===== config.mk =====
export PLATFORM = sky130hd
export DESIGN_NAME = if_recurrent_core
export DESIGN_NICKNAME = d
export VERILOG_FILES = /design/src/rtl/if_core_pkg.sv /design/src/rtl/if_neuron_unit.sv /design/src/rtl/if_recurrent_core.sv
export SDC_FILE = /design/constraint.sdc
export NUM_CORES = 2
export LEC_CHECK = 0
export ABC_CLOCK_PERIOD_IN_PS = 72100
export CAP_MARGIN = 5
export CORE_MARGIN = 2
export CORE_UTILIZATION = 25
export CTS_CLUSTER_DIAMETER = 200
export CTS_CLUSTER_SIZE = 10
export DETAILED_ROUTE_END_ITERATION = 7
export HOLD_SLACK_MARGIN = 0.03
export PLACE_DENSITY = 0.49
export SETUP_SLACK_MARGIN = 0.4
export SLEW_MARGIN = 30
export SYNTH_ARGS = -nofsm -noshare
export SYNTH_HDL_FRONTEND = slang
export SYNTH_SLANG_ARGS = --single-unit
export TNS_END_PERCENT = 5

===== constraint.sdc =====
create_clock -name clk -period 72.1 [get_ports clk]
set_clock_uncertainty 0.1 [all_clocks]
set_input_delay 7.21 -clock clk [delete_from_list [all_inputs] [get_ports clk]]
set_output_delay 7.21 -clock clk [all_outputs]
set_load 0.05 [all_outputs]

===== src/rtl/if_core_pkg.sv =====
// Shared types and helpers for the recurrent integrate-and-fire core:
// potential type, sequencer states and a width-aware saturating adder.
package if_core_pkg;

    localparam int DEF_WEIGHT_SIZE = 16;
    localparam int DEF_POT_W       = 2 * DEF_WEIGHT_SIZE;

    typedef logic signed [DEF_POT_W-1:0] pot_t;

    typedef enum logic [1:0] {
        IDLE = 2'd0,
        RUN  = 2'd1,
        DONE = 2'd2
    } state_e;

    // Adds two sign-extended operands and clamps to the signed range of 'width' bits.
    function automatic logic signed [63:0] sat_add(
        input logic signed [63:0] a,
        input logic signed [63:0] b,
        input int unsigned        width
    );
        logic signed [64:0] sum_s;
        logic signed [64:0] hi_s;
        logic signed [64:0] lo_s;
        sum_s = {a[63], a} + {b[63], b};
        hi_s  = (65'sd1 <<< (width - 32'd1)) - 65'sd1;
        lo_s  = -(65'sd1 <<< (width - 32'd1));
        if (sum_s > hi_s) begin
            return hi_s[63:0];
        end else if (sum_s < lo_s) begin
            return lo_s[63:0];
        end else begin
            return sum_s[63:0];
        end
    endfunction

endpackage


===== src/rtl/if_neuron_unit.sv =====
// One integrate-and-fire neuron: membrane potential, refractory countdown,
// optional leak toward the rest value and a saturating spike counter.
module if_neuron_unit
    import if_core_pkg::*;
#(
    parameter int POT_W     = 32,
    parameter int THRESH    = 15,
    parameter int RESET     = 0,
    parameter int REFRAC    = 5,
    parameter int LEAK      = 0,
    parameter int CNT_WIDTH = 8
) (
    input  logic                    clk,
    input  logic                    rst,
    input  logic                    clear,
    input  logic                    step_en,
    input  logic                    spike_clr,
    input  logic signed [POT_W-1:0] syn,
    output logic                    spike,
    output logic [CNT_WIDTH-1:0]    count
);

    localparam int RW = (REFRAC > 0) ? $clog2(REFRAC + 1) : 1;
    localparam logic signed [63:0]      THRESH_X = 64'(THRESH);
    localparam logic signed [63:0]      RESET_X  = 64'(RESET);
    localparam logic signed [63:0]      LEAK_X   = 64'(LEAK);
    localparam logic signed [POT_W-1:0] RESET_P  = POT_W'(RESET);

    logic signed [POT_W-1:0] v_q, v_d;
    logic [RW-1:0]           refrac_q, refrac_d;
    logic [CNT_WIDTH-1:0]    cnt_q, cnt_d;
    logic                    spike_q, spike_d;
    logic signed [63:0]      v_int_s;
    logic signed [63:0]      v_lk_s;

    // Next-state of one neuron for a single time step.
    always_comb begin
        v_d      = v_q;
        refrac_d = refrac_q;
        cnt_d    = cnt_q;
        spike_d  = spike_q;
        v_int_s  = sat_add(64'(v_q), 64'(syn), POT_W);
        // Leak only pulls a potential that sits above rest, and never past it.
        if ((LEAK > 0) && (v_int_s > RESET_X)) begin
            v_lk_s = ((v_int_s - LEAK_X) < RESET_X) ? RESET_X : (v_int_s - LEAK_X);
        end else begin
            v_lk_s = v_int_s;
        end

        if (clear) begin
            v_d      = RESET_P;
            refrac_d = {RW{1'b0}};
            cnt_d    = {CNT_WIDTH{1'b0}};
            spike_d  = 1'b0;
        end else if (step_en) begin
            if (refrac_q != {RW{1'b0}}) begin
                refrac_d = refrac_q - RW'(1);
                spike_d  = 1'b0;
            end else if (v_lk_s >= THRESH_X) begin
                spike_d  = 1'b1;
                v_d      = RESET_P;
                refrac_d = RW'(REFRAC);
                cnt_d    = (&cnt_q) ? cnt_q : (cnt_q + CNT_WIDTH'(1));
            end else begin
                spike_d  = 1'b0;
                v_d      = v_lk_s[POT_W-1:0];
            end
        end else if (spike_clr) begin
            spike_d = 1'b0;
        end else begin
            spike_d = spike_q;
        end
    end

    // Neuron state registers.
    always_ff @(posedge clk or posedge rst) begin
        if (rst) begin
            v_q      <= RESET_P;
            refrac_q <= {RW{1'b0}};
            cnt_q    <= {CNT_WIDTH{1'b0}};
            spike_q  <= 1'b0;
        end else begin
            v_q      <= v_d;
            refrac_q <= refrac_d;
            cnt_q    <= cnt_d;
            spike_q  <= spike_d;
        end
    end

    assign spike = spike_q;
    assign count = cnt_q;

endmodule


===== src/rtl/if_recurrent_core.sv =====
// Recurrent IF layer with a start/busy/done step sequencer, gated weight
// memory port and per-neuron spike counter readout.
module if_recurrent_core
    import if_core_pkg::*;
#(
    parameter int WEIGHT_SIZE       = DEF_WEIGHT_SIZE,
    parameter int NUM_INPUTS        = 4,
    parameter int NUM_NEURONS       = 4,
    parameter int THRESH            = 15,
    parameter int RESET             = 0,
    parameter int REFRAC            = 5,
    parameter int LEAK              = 0,
    parameter int NUM_STEPS         = 16,
    parameter int CNT_WIDTH         = 8,
    parameter int NEURON_ADDR_WIDTH = 4,
    parameter int WEIGHT_ADDR_WIDTH = 4,
    localparam int CSEL_W = (NUM_NEURONS > 1) ? $clog2(NUM_NEURONS) : 1
) (
    input  logic                                           clk,
    input  logic                                           rst,
    input  logic                                           start,
    output logic                                           busy,
    output logic                                           done,
    input  logic [NUM_INPUTS-1:0]                          spike_in,
    output logic [NUM_NEURONS-1:0]                         spike_out,
    input  logic [NEURON_ADDR_WIDTH+WEIGHT_ADDR_WIDTH-1:0] mem_addr,
    input  logic [WEIGHT_SIZE-1:0]                         mem_din,
    input  logic                                           mem_wen,
    output logic [WEIGHT_SIZE-1:0]                         mem_dout,
    input  logic [CSEL_W-1:0]                              cnt_sel,
    output logic [CNT_WIDTH-1:0]                           cnt_dout
);

    localparam int POT_W   = 2 * WEIGHT_SIZE;
    localparam int NUM_SYN = NUM_INPUTS + NUM_NEURONS;
    localparam int NAW     = NEURON_ADDR_WIDTH;
    localparam int SAW     = WEIGHT_ADDR_WIDTH;
    localparam int STEP_W  = (NUM_STEPS > 1) ? $clog2(NUM_STEPS) : 1;
    localparam logic [STEP_W-1:0] LAST_STEP = STEP_W'(NUM_STEPS - 1);

    state_e              state_q;
    logic [STEP_W-1:0]   step_q;
    logic                busy_q, done_q;

    logic signed [WEIGHT_SIZE-1:0] w_q [NUM_NEURONS][NUM_SYN];
    logic signed [WEIGHT_SIZE-1:0] w_d [NUM_NEURONS][NUM_SYN];
    logic [WEIGHT_SIZE-1:0]        mem_dout_q, mem_dout_d;
    logic [CNT_WIDTH-1:0]          cnt_dout_q, cnt_dout_d;

    logic signed [POT_W-1:0] syn_s [NUM_NEURONS];
    logic [CNT_WIDTH-1:0]    cnt_s [NUM_NEURONS];
    logic [NUM_NEURONS-1:0]  spk_s;
    logic [NAW-1:0]          addr_n_s;
    logic [SAW-1:0]          addr_s_s;
    logic                    clear_s, step_en_s, spike_clr_s, wr_ok_s;

    assign addr_n_s    = mem_addr[NAW+SAW-1:SAW];
    assign addr_s_s    = mem_addr[SAW-1:0];
    assign clear_s     = (state_q == IDLE) && start;
    assign step_en_s   = (state_q == RUN);
    assign spike_clr_s = (state_q == DONE);
    assign wr_ok_s     = (state_q == IDLE) && mem_wen;

    // Step sequencer with registered busy/done.
    always_ff @(posedge clk or posedge rst) begin
        if (rst) begin
            state_q <= IDLE;
            step_q  <= {STEP_W{1'b0}};
            busy_q  <= 1'b0;
            done_q  <= 1'b0;
        end else begin
            case (state_q)
                IDLE: begin
                    if (start) begin
                        state_q <= RUN;
                        step_q  <= {STEP_W{1'b0}};
                        busy_q  <= 1'b1;
                    end
                end
                RUN: begin
                    if (step_q == LAST_STEP) begin
                        state_q <= DONE;
                        busy_q  <= 1'b0;
                        done_q  <= 1'b1;
                    end else begin
                        step_q <= step_q + STEP_W'(1);
                    end
                end
                DONE: begin
                    state_q <= IDLE;
                    done_q  <= 1'b0;
                end
                default: begin
                    state_q <= IDLE;
                    busy_q  <= 1'b0;
                    done_q  <= 1'b0;
                end
            endcase
        end
    end

    // Weight write (IDLE only, in-range only) and old-value read mux.
    always_comb begin
        mem_dout_d = {WEIGHT_SIZE{1'b0}};
        for (int n = 0; n < NUM_NEURONS; n++) begin
            for (int s = 0; s < NUM_SYN; s++) begin
                if (addr_n_s == NAW'(n) && addr_s_s == SAW'(s)) begin
                    mem_dout_d = w_q[n][s];
                    w_d[n][s]  = wr_ok_s ? mem_din : w_q[n][s];
                end else begin
                    w_d[n][s]  = w_q[n][s];
                end
            end
        end
    end

    // Synaptic sum: external spikes now, recurrent spikes from the previous step.
    always_comb begin
        for (int n = 0; n < NUM_NEURONS; n++) begin
            syn_s[n] = {POT_W{1'b0}};
            for (int i = 0; i < NUM_INPUTS; i++) begin
                if (spike_in[i]) begin
                    syn_s[n] = syn_s[n] + POT_W'(w_q[n][i]);
                end else begin
                    syn_s[n] = syn_s[n];
                end
            end
            for (int j = 0; j < NUM_NEURONS; j++) begin
                if (spk_s[j]) begin
                    syn_s[n] = syn_s[n] + POT_W'(w_q[n][NUM_INPUTS+j]);
                end else begin
                    syn_s[n] = syn_s[n];
                end
            end
        end
    end

    // Spike counter readout select.
    always_comb begin
        cnt_dout_d = {CNT_WIDTH{1'b0}};
        for (int n = 0; n < NUM_NEURONS; n++) begin
            if (cnt_sel == CSEL_W'(n)) begin
                cnt_dout_d = cnt_s[n];
            end else begin
                cnt_dout_d = cnt_dout_d;
            end
        end
    end

    // Weight array and registered read ports.
    always_ff @(posedge clk or posedge rst) begin
        if (rst) begin
            for (int n = 0; n < NUM_NEURONS; n++) begin
                for (int s = 0; s < NUM_SYN; s++) begin
                    w_q[n][s] <= {WEIGHT_SIZE{1'b0}};
                end
            end
            mem_dout_q <= {WEIGHT_SIZE{1'b0}};
            cnt_dout_q <= {CNT_WIDTH{1'b0}};
        end else begin
            w_q        <= w_d;
            mem_dout_q <= mem_dout_d;
            cnt_dout_q <= cnt_dout_d;
        end
    end

    for (genvar g = 0; g < NUM_NEURONS; g++) begin : g_neuron
        if_neuron_unit #(
            .POT_W    (POT_W),
            .THRESH   (THRESH),
            .RESET    (RESET),
            .REFRAC   (REFRAC),
            .LEAK     (LEAK),
            .CNT_WIDTH(CNT_WIDTH)
        ) u_neuron (
            .clk      (clk),
            .rst      (rst),
            .clear    (clear_s),
            .step_en  (step_en_s),
            .spike_clr(spike_clr_s),
            .syn      (syn_s[g]),
            .spike    (spk_s[g]),
            .count    (cnt_s[g])
        );
    end

    assign busy      = busy_q;
    assign done      = done_q;
    assign spike_out = spk_s;
    assign mem_dout  = mem_dout_q;
    assign cnt_dout  = cnt_dout_q;

endmodule


==> metrics.txt <==
share of cells above drive strength 1=11.6%; area of the core=349000 µm²; Switch Pwr=1030 µW; worst setup margin=47.62 ns; CP Capture Type=flip-flop; Clock Sinks=720; Root Buffer=clkbuf_16; H-Tree Depth=3; Initial Util=25.1%; Final nets=11500; vias in the first global route=75800; register share of total power=22.5%; synthesized area=87600 µm²; RSZ-0062 raised after global routing=no; Antenna Nets Post-Route=0; Final TNS setup=0 ns; synthesized flop and latch total=720; Power Internal=1120 µW; Slowest-stage cell, CP=o21ai_1; Critical Setup Path Class=primary input to flip-flop; Seq/Total Area, Yosys=20.6%; CTS tree=done; Net Sw Frac=47.8%; Peak VDD IR=17.9 µV; data arrival time of the critical path=25.03 ns; Layout area overhead=9.40%; drt pass-1 iters=6; Mapped Cells=10600; Post-CTS Setup Repair Bufs=0; gr ovfl total=0; HP Class=flip-flop to flip-flop; chip height=596 µm; post-synth top area share=20.6%; IO Port Bufs=63; Final HPWL DP=265000 µm; unique cell type count in the Yosys netlist=107; Least-Margin Pin Slew=1.02 ns; crit path launch type=primary input; DRC Markers=0; outcome=finished clean; wire length per cell=22.9 µm; largest net degree at the start of global routing=106; clk_lat worst skew=0.74 ns; routability cong.=0.959; Final Non-Filler Cells=15100; initial antenna violation count=22; average size of a mapped cell=8.26 µm²; async set-or-reset flop fraction in the synthesized netlist=100%; max_slew headroom=31.8%; number of buffers created by CTS=81; number of synthesized flops with an enable pin=0; Cell Rows=217; endpoints failing hold=0; Max Cap Viol=0; Final Slew Violations=0; Worst-path clk slew=0.06 ns; via count=81200; Clock Power Share=18.7%; syn nets=11700; post-CTS resize count=0; # setup viols final=0; Main synth FF type=dfrtp_1; Fmax=40.8 MHz; Req. time, crit path=72.64 ns; GRT Total Usage=18.8%; I/O pin total=64; Comb power frac=58.8%; Post-Route WL=345000 µm; die width=596 µm; pwr dens=22.5 nW/µm²; die area=355000 µm²; yosys warns=0; Crit path largest cell delay=0.71 ns; main area contributors after synthesis=dfrtp_1 (21%), ha_1 (14%), mux2_2 (10%); area leader, netlist=dfrtp_1; initial detailed-routing violation count=7954; clock period minus worst slack=24.48 ns; period utilisation layout=34.0%; WP buf/inv=4; crit-path max FO=56; Pleak=0.0461 µW; routed vias/inst=5.38; clock buffer depth=3; Inst Count DP=15000; DP Worst Slack=47.06 ns; hold_buf cts=0; first-pass GRT wire length=511000 µm; FILL cells=37800; Crit path max-delay family=compound AO/OA/AOI/OAI gates
## path summary, 6_finish.rpt
kind | startpoint | endpoint | slack, ns | cells past startpoint
min in group asynchronous | rst | g_neuron[1].u_neuron.v_q[28] | 6.92 | 2
min reg2reg | g_neuron[2].u_neuron.refrac_q[1] | g_neuron[2].u_neuron.refrac_q[1] | 0.39 | 1
min | g_neuron[2].u_neuron.refrac_q[1] | g_neuron[2].u_neuron.refrac_q[1] | 0.39 | 1
max | spike_in[0] | g_neuron[1].u_neuron.count[5] | 47.62 | 71
max reg2reg | w_q[368] | g_neuron[1].u_neuron.count[5] | 54.46 | 69
max in group asynchronous | rst | w_q[71] | 60.91 | 7
## synthesized netlist by cell type, drive strengths merged, types with 67 or more instances
master / count
ha: 997
nand2: 962
a21oi: 937
mux2: 779
nor2: 745
o21ai: 744
dfrtp: 720
xnor2: 474
inv: 421
clkbuf: 356
a21o: 339
xor2: 318
o21a: 239
nand3: 202
nor3: 145
nand2b: 143
a31oi: 112
and2: 106
nor2b: 104
o21bai: 95
a22o: 94
a211oi: 91
mux2i: 90
a22oi: 89
o211ai: 86
and3: 85
o31ai: 68
or3: 67
## final cells by class
cell class	count	area, µm²	area share [%]
multi-input combinational	9047	66600	69.4
sequential	720	18000	18.8
tap	4599	5750	6.00
clock buffer	90	2120	2.22
timing repair buffer	208	1680	1.75
inverter	423	1600	1.67
clock inverter	4	68.8	0.0718
antenna	6	15.0	0.0157
## cell usage in the layout, fill, tap and decap left out, types with 67 or more instances in the layout
cell / Yosys / routed
a211oi_1: 89 / 88
nor3_1: 145 / 143
xor2_1: 318 / 317
and3_1: 85 / 85
clkbuf_16: 0 / 85
ha_1: 997 / 997
o31ai_1: 68 / 68
mux2_2: 779 / 779
a21oi_1: 934 / 932
nor2_1: 745 / 729
or3_1: 67 / 67
o21a_1: 239 / 239
buf_4: 5 / 141
a21o_1: 339 / 339
o21ai_0: 713 / 711
o21bai_1: 95 / 95
o211ai_1: 85 / 85
mux2i_1: 90 / 90
and2_1: 104 / 104
a31oi_1: 112 / 111
a22oi_1: 87 / 87
nand3_1: 202 / 202
inv_1: 420 / 414
nor2b_1: 104 / 103
xnor2_1: 474 / 474
nand2b_1: 143 / 143
a22o_1: 94 / 94
dfrtp_1: 720 / 710
nand2_1: 962 / 955
## flip-flops by register name, indices dropped and copies added, names as in the netlist, 2 cells and up
register	cells
cnt_dout	8
g_neuron.u_neuron.count	32
g_neuron.u_neuron.refrac_q	12
g_neuron.u_neuron.spike	4
g_neuron.u_neuron.v_q	128
mem_dout	16
state_q	2
step_q	4
w_q	512
## kinds of logic after synthesis
family | Yosys count | share of synthesized area, %
xor+xnor | 796 | 8.02
flops | 720 | 20.6
mux | 877 | 11.2
compound gates | 3484 | 26.0
buf+inv | 833 | 3.62
fa+ha+maj | 1087 | 15.7
simple gates | 2803 | 14.9
## metrics by stage
stage               utilization (%)  hold slack (ns)  power, µW  area (µm²)
floorplan                         -            0.350       1380       87600
global placement               26.8            0.369       1750       93500
detailed placement             26.8            0.378       1750       93600
CTS                            27.4            0.390       2160       95800
global route                   27.4            0.409       2310       95800
finish                         27.4            0.389       2150       95800
## power by group through the flow
stage	sequential, µW	clock (µW)	combinational [µW]
global route	489	426	1400
global placement	491	0	1250
detailed placement	491	0	1260
CTS	484	414	1260
finish	484	403	1270
floorplan	471	0	908
## worst register-to-register path: cells and delay by family, from the launching register on
kind | cells | cell delay [ns]
flip-flops | 1 | 0.44
multiplexers | 2 | 0.60
XOR/XNOR | 11 | 2.05
adder cells (fa/ha/maj) | 10 | 3.48
buffers and inverters | 2 | 0.39
AO/OA/AOI/OAI | 29 | 7.91
AND/OR/NAND/NOR | 15 | 2.56
## metal layers
| layer | up-vias | routed length (µm) | GRT usage (%) |
|---|---|---|---|
| met3 | 397 | 23500 | 2.80 |
| met4 | 6 | 12800 | 6.26 |
| met5 | - | 31 | 0 |
| li1 | 39000 | - | - |
| met2 | 2451 | 147000 | 28.9 |
| met1 | 39400 | 162000 | 26.8 |
No activity file was read; power rests on OpenSTA's default activity.
